## src/rtl/lock_in_detector.sv

```systemverilog
// Lock-in detector: mixes each sample with an NCO cos/sin and integrates I/Q over 2^N_LOG2 samples.
// Latency: out_valid and the block sums appear 2 edges after the block-closing sample is accepted.
// Backpressure: none; every sample_valid beat in RUN is taken, and gaps only stall the NCO and counter.
module lock_in_detector #(
    parameter int N_LOG2 = 8
) (
    input  logic                      clk,
    input  logic                      reset_n,
    input  logic                      enable,
    input  logic [7:0]                phase_inc,
    input  logic [7:0]                phase_offset,
    input  logic                      sample_valid,
    input  logic signed [7:0]         sample,
    output logic signed [N_LOG2+15:0] i_out,
    output logic signed [N_LOG2+15:0] q_out,
    output logic                      out_valid,
    output logic                      busy
);
    localparam int AW = N_LOG2 + 16;

    typedef enum logic {
        IDLE = 1'b0,
        RUN  = 1'b1
    } state_t;

    state_t               state;
    logic [7:0]           phase;
    logic [7:0]           inc;
    logic [N_LOG2-1:0]    count;
    logic signed [15:0]   prod_i;
    logic signed [15:0]   prod_q;
    logic                 s1_vld;
    logic                 s1_last;
    logic signed [AW-1:0] acc_i;
    logic signed [AW-1:0] acc_q;

    logic signed [7:0]    cos_val;
    logic signed [7:0]    sin_val;
    logic signed [15:0]   mul_i;
    logic signed [15:0]   mul_q;
    logic signed [AW-1:0] sum_i;
    logic signed [AW-1:0] sum_q;

    // First quadrant of round(127*sin(2*pi*m/256)), m = 0..64.
    function automatic logic [6:0] quarter_lut(input logic [6:0] m);
        logic [6:0] q;
        case (m)
            7'd0:  q = 7'd0;
            7'd1:  q = 7'd3;
            7'd2:  q = 7'd6;
            7'd3:  q = 7'd9;
            7'd4:  q = 7'd12;
            7'd5:  q = 7'd16;
            7'd6:  q = 7'd19;
            7'd7:  q = 7'd22;
            7'd8:  q = 7'd25;
            7'd9:  q = 7'd28;
            7'd10: q = 7'd31;
            7'd11: q = 7'd34;
            7'd12: q = 7'd37;
            7'd13: q = 7'd40;
            7'd14: q = 7'd43;
            7'd15: q = 7'd46;
            7'd16: q = 7'd49;
            7'd17: q = 7'd51;
            7'd18: q = 7'd54;
            7'd19: q = 7'd57;
            7'd20: q = 7'd60;
            7'd21: q = 7'd63;
            7'd22: q = 7'd65;
            7'd23: q = 7'd68;
            7'd24: q = 7'd71;
            7'd25: q = 7'd73;
            7'd26: q = 7'd76;
            7'd27: q = 7'd78;
            7'd28: q = 7'd81;
            7'd29: q = 7'd83;
            7'd30: q = 7'd85;
            7'd31: q = 7'd88;
            7'd32: q = 7'd90;
            7'd33: q = 7'd92;
            7'd34: q = 7'd94;
            7'd35: q = 7'd96;
            7'd36: q = 7'd98;
            7'd37: q = 7'd100;
            7'd38: q = 7'd102;
            7'd39: q = 7'd104;
            7'd40: q = 7'd106;
            7'd41: q = 7'd107;
            7'd42: q = 7'd109;
            7'd43: q = 7'd111;
            7'd44: q = 7'd112;
            7'd45: q = 7'd113;
            7'd46: q = 7'd115;
            7'd47: q = 7'd116;
            7'd48: q = 7'd117;
            7'd49: q = 7'd118;
            7'd50: q = 7'd120;
            7'd51: q = 7'd121;
            7'd52: q = 7'd122;
            7'd53: q = 7'd122;
            7'd54: q = 7'd123;
            7'd55: q = 7'd124;
            7'd56: q = 7'd125;
            7'd57: q = 7'd125;
            7'd58: q = 7'd126;
            7'd59: q = 7'd126;
            7'd60: q = 7'd126;
            7'd61: q = 7'd127;
            7'd62: q = 7'd127;
            7'd63: q = 7'd127;
            7'd64: q = 7'd127;
            default: q = 7'd0;
        endcase
        return q;
    endfunction

    // Second quadrant mirrors the first; the lower half-circle is the negated upper half.
    function automatic logic signed [7:0] sin_lut(input logic [7:0] k);
        logic [6:0] m;
        logic [6:0] mag;
        m   = k[6] ? (7'd64 - {1'b0, k[5:0]}) : {1'b0, k[5:0]};
        mag = quarter_lut(m);
        return k[7] ? -$signed({1'b0, mag}) : $signed({1'b0, mag});
    endfunction

    always_comb begin
        sin_val = sin_lut(phase);
        cos_val = sin_lut(phase + 8'd64);
        mul_i   = 16'(sample) * 16'(cos_val);
        mul_q   = 16'(sample) * 16'(sin_val);
        sum_i   = acc_i + AW'(prod_i);
        sum_q   = acc_q + AW'(prod_q);
    end

    assign busy = (state == RUN);

    always_ff @(posedge clk or negedge reset_n) begin
        if (!reset_n) begin
            state     <= IDLE;
            phase     <= '0;
            inc       <= '0;
            count     <= '0;
            prod_i    <= '0;
            prod_q    <= '0;
            s1_vld    <= 1'b0;
            s1_last   <= 1'b0;
            acc_i     <= '0;
            acc_q     <= '0;
            i_out     <= '0;
            q_out     <= '0;
            out_valid <= 1'b0;
        end else begin
            out_valid <= 1'b0;
            case (state)
                IDLE: begin
                    if (enable) begin
                        state  <= RUN;
                        phase  <= phase_offset;
                        inc    <= phase_inc;
                        count  <= '0;
                        acc_i  <= '0;
                        acc_q  <= '0;
                        s1_vld <= 1'b0;
                    end
                end
                RUN: begin
                    if (!enable) begin
                        // Abort: the partial block and any product still in stage 1 are dropped.
                        state  <= IDLE;
                        count  <= '0;
                        acc_i  <= '0;
                        acc_q  <= '0;
                        s1_vld <= 1'b0;
                    end else begin
                        s1_vld <= sample_valid;
                        if (sample_valid) begin
                            prod_i  <= mul_i;
                            prod_q  <= mul_q;
                            s1_last <= (count == '1);
                            count   <= count + N_LOG2'(1);
                            phase   <= phase + inc;
                        end
                        if (s1_vld) begin
                            if (s1_last) begin
                                // Publish the closed block and start the next one from zero.
                                i_out     <= sum_i;
                                q_out     <= sum_q;
                                out_valid <= 1'b1;
                                acc_i     <= '0;
                                acc_q     <= '0;
                            end else begin
                                acc_i <= sum_i;
                                acc_q <= sum_q;
                            end
                        end
                    end
                end
                default: state <= IDLE;
            endcase
        end
    end
endmodule

```

## config.mk

```make
export PLATFORM = sky130hd
export DESIGN_NAME = lock_in_detector
export DESIGN_NICKNAME = d
export VERILOG_FILES = /design/src/rtl/lock_in_detector.sv
export SDC_FILE = /design/constraint.sdc
export NUM_CORES = 1
export LEC_CHECK = 0
export ABC_CLOCK_PERIOD_IN_PS = 7300
export CAP_MARGIN = 20
export CORE_ASPECT_RATIO = 0.75
export CORE_MARGIN = 4
export CORE_UTILIZATION = 53
export CTS_BUF_LIST = sky130_fd_sc_hd__clkbuf_16
export DETAILED_ROUTE_END_ITERATION = 10
export PLACE_DENSITY = 0.77
export SLEW_MARGIN = 20
export SYNTH_ARGS = -nofsm -noshare
export SYNTH_HDL_FRONTEND = slang
export SYNTH_SLANG_ARGS = --single-unit
export TNS_END_PERCENT = 100
```

## constraint.sdc

```tcl
create_clock -name clk -period 7.3 [get_ports clk]
set_input_delay 1.46 -clock clk [delete_from_list [all_inputs] [get_ports clk]]
set_output_delay 1.46 -clock clk [all_outputs]
set_load 0.1 [all_outputs]
```

# After elaboration in Yosys (flattened, before gate mapping)
# Memories as Yosys holds them, arrays and structs flattened.
# Index checks and enable logic that the tools add are counted.
[totals]
out_inout_bits = 50
reg_bits = 156
inputBits = 28
romBits = 1792
mem_count = 2
[memory_table]
columns = ["memory", "words", "word_bits", "rd", "rd_clocked_by_memory_dff", "wr", "line_no", "text"]
rows = [
  ["(no name shown)", 128, 7, 1, 0, 0, "47", "case (m)"],
  ["(no name shown)", 128, 7, 1, 0, 0, "47", ""],
]
[classes]
n_mul = 2
muxes = 29
reduce_logical = 6
n_addsub = 9
bitwise_logic = 1
n_eq_ne = 6
[op_table]
columns = ["operator", "n"]
rows = [
  ["two-way mux 24 bit", 7],
  ["one-hot mux 24 bit (2 select lines)", 2],
  ["two-way mux 8 bit", 8],
  ["adder 24 x 16 -> 24 bit", 2],
  ["multiplier 8 x 8 -> 16 bit", 2],
  ["one-hot mux 8 bit (2 select lines)", 2],
  ["negator 7 -> 8 bit", 2],
  ["two-way mux 7 bit", 2],
  ["subtractor 7 x 6 -> 7 bit, first input constant", 2],
  ["adder 8 x 1 -> 8 bit, second input constant", 1],
  ["adder 8 x 7 -> 8 bit, second input constant", 1],
  ["adder 8 bit", 1],
  ["== test 8 bit, second input constant", 1],
  ["two-way mux 1 bit", 7],
  ["inequality test 2 bit, second input constant", 3],
  ["AND reduction 2 bit", 3],
  ["AND reduction 3 bit", 2],
  ["AND reduction 4 bit", 1],
  ["inequality test 3 x 2 -> 1 bit, second input constant", 1],
  ["inequality test 3 bit, second input constant", 1],
  ["one-hot mux 1 bit (2 select lines)", 1],
  ["inverter 1 bit", 1],
]

# Logic depth before layout (Yosys ltp)
# Gate-level depths: netlist of the first run.
# An unclocked memory read counts as a cell.
[logic_depth]
word_depth = 7
mapped_depth = 37

# Least setup slack after synthesis of the first run
# OpenSTA, ideal clock, no wires.
[synth_timing]
path_type = "register to register"
start = "register phase[0]"
end = "register prod_q[14]"
path_stages_with_launch = 37
path_slack_ns = -0.633
path_buffers = 2
period_less_slack_ns = 7.933
arrival_ns = 7.838
path_cell_list = "dfrtp_1 -> clkbuf_1 -> inv_1 -> ha_1 -> nand2_1 -> o21ai_1 -> ha_1 -> clkbuf_1 -> and3_1 -> a31oi_1 -> o2111ai_1 -> o311ai_0 -> o21ai_0 -> o221ai_2 -> clkinv_1 -> ha_1 -> o2111ai_1 -> o21ai_0 -> xnor2_1 -> and2_1 -> fa_1 -> inv_1 -> fa_1 -> inv_1 -> fa_1 -> inv_1 -> fa_1 -> inv_1 -> ha_1 -> o21ai_0 -> a21boi_0 -> o21ai_0 -> a21oi_1 -> o21ai_0 -> a211oi_1 -> nor3_1 -> o31ai_1"
[synth_between]
elab_chain_len = 6
[synth_rtl]
columns = ["element", "line_no", "text"]
rows = [
  ["start, declared", "27", "logic [7:0] phase;"],
  ["start signal, assigned", "159", "phase <= phase_offset;"],
  ["start signal, assigned", "182", "phase <= phase + inc;"],
  ["subtractor 7 x 6 -> 7 bit", "122", "m = k[6] ? (7'd64 - {1'b0, k[5:0]}) : {1'b0, k[5:0]};"],
  ["two-way mux 7 bit *", "122", ""],
  ["memory (128 x 7 bit) *", "n/a", ""],
  ["negator 7 -> 8 bit", "124", "return k[7] ? -$signed({1'b0, mag}) : $signed({1'b0, mag});"],
  ["two-way mux 8 bit *", "124", ""],
  ["multiplier 8 x 8 -> 16 bit *", "131", "mul_q = 16'(sample) * 16'(sin_val);"],
  ["end signal, assigned", "179", "prod_q <= mul_q;"],
  ["end, declared", "31", "logic signed [15:0] prod_q;"],
]
# Mark *: on every way between the ends. The rest lies on a longest branch, timed or not.
# A chain may end at the register's enable or synchronous reset.

# Worst setup path in the final report of the first run
[layout_timing]
start = "register phase[0]"
end = "register prod_q[15]"
# The elaborated chain is that of the path after synthesis.

==> results of run 1 <==
## cells in the mapped netlist (4+ instances only)
cell type	count
buf_1	4
dfrtp_1	156
o21bai_1	17
a211oi_1	20
o31ai_1	9
nand2_1	225
nor2b_1	18
a211o_1	11
mux2i_1	14
a2111oi_0	4
o21ai_0	168
a21boi_0	4
fa_1	113
nor2_1	89
nor3_1	36
xnor2_1	51
or2_2	10
ha_1	131
mux2_2	10
a31oi_1	16
o21a_1	9
nand2b_1	15
a21oi_1	78
nand4_1	13
inv_1	198
o311ai_0	8
buf_4	4
nand3_1	31
o22ai_1	7
a21o_1	22
a32o_1	4
o21ai_1	8
o211ai_1	14
nor4_1	4
and3_1	21
o2111ai_1	5
and2_1	68
a311oi_1	5
buf_2	13
clkbuf_1	56
or3_1	6
o311a_1	4
xor2_1	39
## per-stage QoR
step | setup TNS (ns) | instance area, µm² | hold slack (ns) | worst slack [ns] | utilization (%)
finish | 0 | 18300 | 0.473 | 0.253 | 63.0
global route | -0.0800 | 18300 | 0.500 | -0.0435 | 63.0
global placement | 0 | 17200 | 0.462 | 0.210 | 59.3
floorplan | -0.00335 | 15600 | 0.447 | -0.00335 | -
CTS | 0 | 17800 | 0.484 | 0.0508 | 61.3
detailed placement | 0 | 17200 | 0.462 | 0.0180 | 59.3
## cell families (layout without fill, tap and decap cells)
logic type / count (synthesis) / count (layout) / synth area share [%]
AO/OA/AOI/OAI: 453 / 453 / 18.9
XOR/XNOR: 94 / 94 / 5.56
adder cells (fa/ha/maj): 244 / 244 / 25.1
buffers and inverters: 277 / 410 / 6.88
flip-flops: 156 / 156 / 25.1
multiplexers: 24 / 24 / 1.62
AND/OR/NAND/NOR: 550 / 550 / 16.9
## state kept, by name, summed over array words and instances, names as in the netlist
register,cells
q_out,24
acc_q,24
i_out,24
phase,8
count,8
prod_q,16
s1_vld,1
s1_last,1
acc_i,24
out_valid,1
busy,1
prod_i,16
inc,8
## layer usage
layer  vias to the layer above  part of all wire [%]
li1                       6379                     -
met1                      6597                    45
met2                       415                    46
met3                        49                   6.6
met4                         0                   1.6
met5                         -                     0
## area by class of cell
cell class / instances / area (µm²) / share of cell area, %
Clock buffer: 17 / 425 / 2.33
Sequential cell: 156 / 3910 / 21.4
Timing Repair Buffer: 180 / 1570 / 8.61
Clock inverter: 13 / 153 / 0.835
Multi-Input combinational cell: 1365 / 11000 / 60.0
Inverter: 200 / 756 / 4.14
Tap cell: 392 / 490 / 2.68
## critical path, delay by kind of cell, from the launching register on
kind	cells	cell delay, ns
AOI/OAI and AO/OA	10	2.18
adders and majority gates	7	2.46
buffers and inverters	6	0.59
DFF	1	0.42
and+or+nand+nor	3	0.86
xor gates and xnor gates	2	0.37
## placed cells by master, fill, tap and decap left out, types with 6 or more instances in the layout
cell	n
nand4_1	13
a31oi_1	12
o31ai_1	9
fa_1	112
a21o_1	22
nand2_1	225
dfrtp_1	153
a211o_1	7
mux2i_1	14
and2_1	64
o22ai_1	6
clkdlybuf4s50_1	76
nor3_1	34
o21bai_1	17
o211ai_1	14
inv_1	197
o21ai_0	157
xor2_1	36
nand3_1	30
o21a_1	9
and3_1	21
nor2b_1	17
or2_2	10
buf_4	98
nand2b_1	14
a211oi_2	7
a21oi_1	73
xnor2_1	47
clkbuf_16	17
o21ai_1	13
a211oi_1	15
mux2_2	10
nor2_1	84
ha_1	124
## timing repair
action | 4_1_cts | 5_1_grt
pin swaps | 0 | 34
endpoints found under the setup margin | 2 | 12
resized for setup | 1 | 77
hold endpoints to repair | 0 | 0
buffers inserted | 0 | 20
## worst paths after layout
path	endpoint	slack, ns	cells past startpoint
setup reg to reg	prod_q[15]	0.25	28
min in group asynchronous	inc[2]	1.06	1
hold reg to reg	i_out[13]	0.47	2
max in group asynchronous	prod_q[0]	4.76	2
hold / removal	i_out[13]	0.47	2
setup / recovery	prod_q[15]	0.25	28
==> impl_metrics.tcl, run 1 <==
set metrics [dict create \
    final-setup-viol-count 0 \
    worst_path_max_delay_cell "fa_1" \
    run_status "finished, final reports clean" \
    initial_core_util_pct 53.7 \
    grt_max_degree 93 \
    r2r_start "phase[0]" \
    yosysSeqAreaShare_pct 25.1 \
    wl_um 40200 \
    clock_transition_at_the_registers_of_the_reported_paths_ns 0.06 \
    number_of_nets_in_the_layout 2192 \
    ys_dominant_reg_cell "dfrtp_1" \
    placer_s_final_routability_congestion_estimate 0.975 \
    placement_rows 54 \
    detailedRoute.firstPassIterationCount 6 \
    htree_levels 4 \
    data_required_time_of_the_critical_path_ns 7.60 \
    final-instance-count-excl-fill 2323 \
    final_layout_size_suffix_gt1_share_pct 12.6 \
    dp.final_hpwl_um 30100 \
    gr-usage-met3_pct 5.49 \
    max-cap-violations 0 \
    insertion_delay_ns 0.45 \
    io-pin-count 78 \
    areaGrowthSynthToFinish_pct 17.5 \
    drc_errors 0 \
    postSynthNetCount 2070 \
    asyncSetResetFlopFracSynth_pct 100 \
    ys.warnings.count 0 \
    floorplan.die_area_um2 32200 \
    cts_inserted_buffers 17 \
    cts_sinks 156 \
    synth_edf_count 0 \
    synth_area_leaders "dfrtp_1 25%, fa_1 15%, ha_1 11%" \
    arrival_time_of_the_worst_setup_path_ns 7.35 \
    cts-hold-fix-buffers 0 \
    setup.worst_path.start "phase[0]" \
    clock-root-buffer "clkbuf_16" \
    critPathMostFrequentCell "fa_1" \
    gr-usage-met1_pct 36.1 \
    total_of_flip_flops_plus_latches_after_synthesis 156 \
    fillers 2402 \
    number_of_antenna_repair_diodes 0 \
    placed_cells 2273 \
    postSynthAreaPerCell_um2 8.65 \
    timing_hold_violations_final 0 \
    antenna_left 0 \
    capturing_element_type_of_the_critical_path "flip-flop" \
    die_h_um 156 \
    synth_largest_area_cell "dfrtp_1" \
    critPathKind "flip-flop to flip-flop" \
    finClkSkew_ns 0.0109 \
    grt.busiest_layer "met2" \
    netlist_instances 1798 \
    tritoncts_clock_tree "yes" \
    slowest_delay_ns 0.50 \
    ys_types 84 \
    io_buffers 77 \
    final-max-slew-violation-count 0 \
    fp.dieW_um 206 \
    grt_antenna_before_repair 0 \
    netlist_area_um2 15600 \
    hold_path_class "flip-flop to flip-flop" \
    detail_route.iter0.violations 937 \
    clock_tree_buffer_depth 2 \
    first_global_vias 13257 \
    max_slew.worst_pin.slew_ns 1.02 \
    crit_fanout 7 \
    max-slew-margin-rel_pct 31.7 \
    setup.worst_path.start_class "flip-flop" \
    avgRoutedWirePerCell_um 17.3 \
    vias 13440 \
    final_period_minus_worst_setup_slack_ns 7.05 \
    post_drt_via_cell_ratio 5.79 \
    groute.usage.overall_pct 25.2 \
    yosysTopAreaCellShare_pct 25.1 \
    global_route.overflow_total 0 \
    grt_pass1_wl_um 66200 \
    fmaxAchievable_mhz 142 \
    grt.met2_usage_pct 39.7 \
    worst_hold_startpoint "i_out[13]" \
    core-area_um2 29000 \
    post-route-period-util_pct 96.5 \
]
Power of run 1 is left out: the tool's default activity adds up to more than one toggle a clock period on the data nets, which glitch-free logic cannot reach.
==> run 2: changes to the inputs <==
CORE_MARGIN = 5   (was 4)
GPL_ROUTABILITY_DRIVEN = 0   (was unset)
MAX_ROUTING_LAYER = met4   (was unset)
==> run 2 against run 1 <==
  * Global-route usage down 0.63 points
  * Clock skew shrank 0.00092 ns
  * First-iteration DRC count grew 38%
  * Register-to-register slack lost 0.26 ns
  * The run now ends with negative setup slack left
  * Sequential share of layout area barely moved
  * Utilization is 0.086 points higher
  * Sequential cell count unchanged
==> impl_metrics.tcl, run 2 (same netlist as run 1, synthesis figures left out) <==
set metrics [dict create \
    crit_fanout 23 \
    max-cap-violations 0 \
    global_route.overflow_total 0 \
    cts_inserted_buffers 17 \
    worst_path_max_delay_cell "fa_1" \
    capturing_element_type_of_the_critical_path "flip-flop" \
    crit_buf_inv 5 \
    slowest_delay_ns 0.49 \
    routed.top_layer "met4" \
    post_drt_via_cell_ratio 5.84 \
    clock-root-buffer "clkbuf_16" \
    wl_um 40100 \
    met3_wirelength_um 2670 \
    max_slew.worst_pin.slew_ns 1.01 \
    groute.usage.overall_pct 24.6 \
    final_layout_size_suffix_gt1_share_pct 12.7 \
    io_buffers 77 \
    die_h_um 158 \
    htree_levels 4 \
    final-setup-viol-count 1 \
    hold_path_class "flip-flop to flip-flop" \
    clock_transition_at_the_registers_of_the_reported_paths_ns 0.07 \
    fillers 2328 \
    grt_pass1_wl_um 65400 \
    finish.utilization_pct 63.1 \
    initial_core_util_pct 53.7 \
    clock_tree_buffer_depth 2 \
    layout.cells.most_common "nand2_1" \
    met2_length_um 18600 \
    io-pin-count 78 \
    critPathKind "flip-flop to flip-flop" \
    grt_antenna_before_repair 1 \
    post-route-period-util_pct 100 \
    run_status "finished, violations left" \
    failed_checks "negative setup slack" \
    max-slew-margin-rel_pct 32.5 \
    vias 13506 \
    cts-hold-fix-buffers 0 \
    number_of_nets_in_the_layout 2179 \
    final-max-slew-violation-count 0 \
    most-common-layout-cells "225 x nand2_1, 192 x inv_1, 158 x o21ai_0" \
    antenna_left 0 \
    avgRoutedWirePerCell_um 17.3 \
    detailedRoute.firstPassIterationCount 7 \
    data_required_time_of_the_critical_path_ns 7.60 \
    cts_sinks 156 \
    grt_max_degree 93 \
    arrival_time_of_the_worst_setup_path_ns 7.61 \
    preCtsSetupSlack_ns -0.0325 \
    route.layer.met1.wl_um 17900 \
    insertion_delay_ns 0.45 \
    finClkSkew_ns 0.0100 \
    fmaxAchievable_mhz 137 \
    placement_rows 54 \
    fp.dieW_um 208 \
    cp_top_family "compound AO/OA/AOI/OAI gates" \
    final_period_minus_worst_setup_slack_ns 7.31 \
    dp.final_hpwl_um 29300 \
    floorplan.die_area_um2 32900 \
    tritoncts_clock_tree "yes" \
    drc_errors 0 \
    areaGrowthSynthToFinish_pct 17.6 \
    core-area_um2 29000 \
    setup.worst_path.start_class "flip-flop" \
    slack_of_the_critical_path_ns -0.00639 \
    first_global_vias 13298 \
    timing_hold_violations_final 0 \
    detail_route.iter0.violations 1289 \
]
==> run 2: cell count changes in the layout (fill, tap and decap cells not counted), moves of 4 or more <==
cell,previous run,this run
buf_4,98,86
fa_1,112,107
fa_2,1,6
inv_1,197,192
inv_8,0,4
nor2_2,5,1
==> run 2: layer usage <==
layer / track usage [%] / vias to the layer above
met5: - / -
met4: 5.31 / 0
met3: 5.30 / 101
met2: 38.9 / 445
met1: 33.1 / 6598
li1: - / 6362
==> run 2: per-stage QoR <==
step                setup TNS (ns)  hold slack [ns]  cell area [µm²]  instances
finish                    -0.00639            0.482            18300       2313
global route                -0.663            0.501            18300       2313
CTS                        -0.0122            0.485            17700       2290
detailed placement         -0.0325            0.470            17100       2258
global placement          -0.00190            0.462            17100       2258
floorplan                 -0.00335            0.447            15600       1798
==> run 2: worst register-to-register path: cells and delay by family, from the launching register on <==
kind                     cells  cell delay [ns]
XOR/XNOR                     1             0.20
AND/OR/NAND/NOR              5             1.10
AO/OA/AOI/OAI               11             2.48
flip-flops                   1             0.42
buffers and inverters        5             0.74
adder cells (fa/ha/maj)      6             2.06
multiplexers                 1             0.18
==> run 2: cell type report <==
cell class | instances | area (µm²) | area share [%]
multi-input cells | 1365 | 11100 | 60.5
flip-flops and latches | 156 | 3910 | 21.4
repair buffers | 167 | 1460 | 7.96
inverters | 200 | 756 | 4.13
well taps | 392 | 490 | 2.68
clock buffers | 17 | 425 | 2.32
clock inverters | 15 | 198 | 1.08
diodes | 1 | 2.50 | 0.0137
==> run 2: final timing paths <==
| kind | from | to | slack, ns | cells after the start |
|---|---|---|---|---|
| max in group asynchronous | reset_n | q_out[10] | 4.74 | 2 |
| hold / removal | q_out[20] | q_out[20] | 0.48 | 2 |
| setup / recovery | phase[0] | prod_i[14] | -0.006 | 29 |
| hold reg to reg | q_out[20] | q_out[20] | 0.48 | 2 |
| min in group asynchronous | reset_n | inc[4] | 1.05 | 1 |
| setup reg to reg | phase[0] | prod_i[14] | -0.006 | 29 |
==> run 2: what timing repair did <==
action | 4_1_cts | 5_1_grt
pin swaps | 0 | 39
endpoints found under the setup margin | 3 | 12
endpoints found under the hold margin | 0 | 0
gates resized for setup | 2 | 88
setup buffers | 0 | 22
Power of run 2 is left out for the same reason.
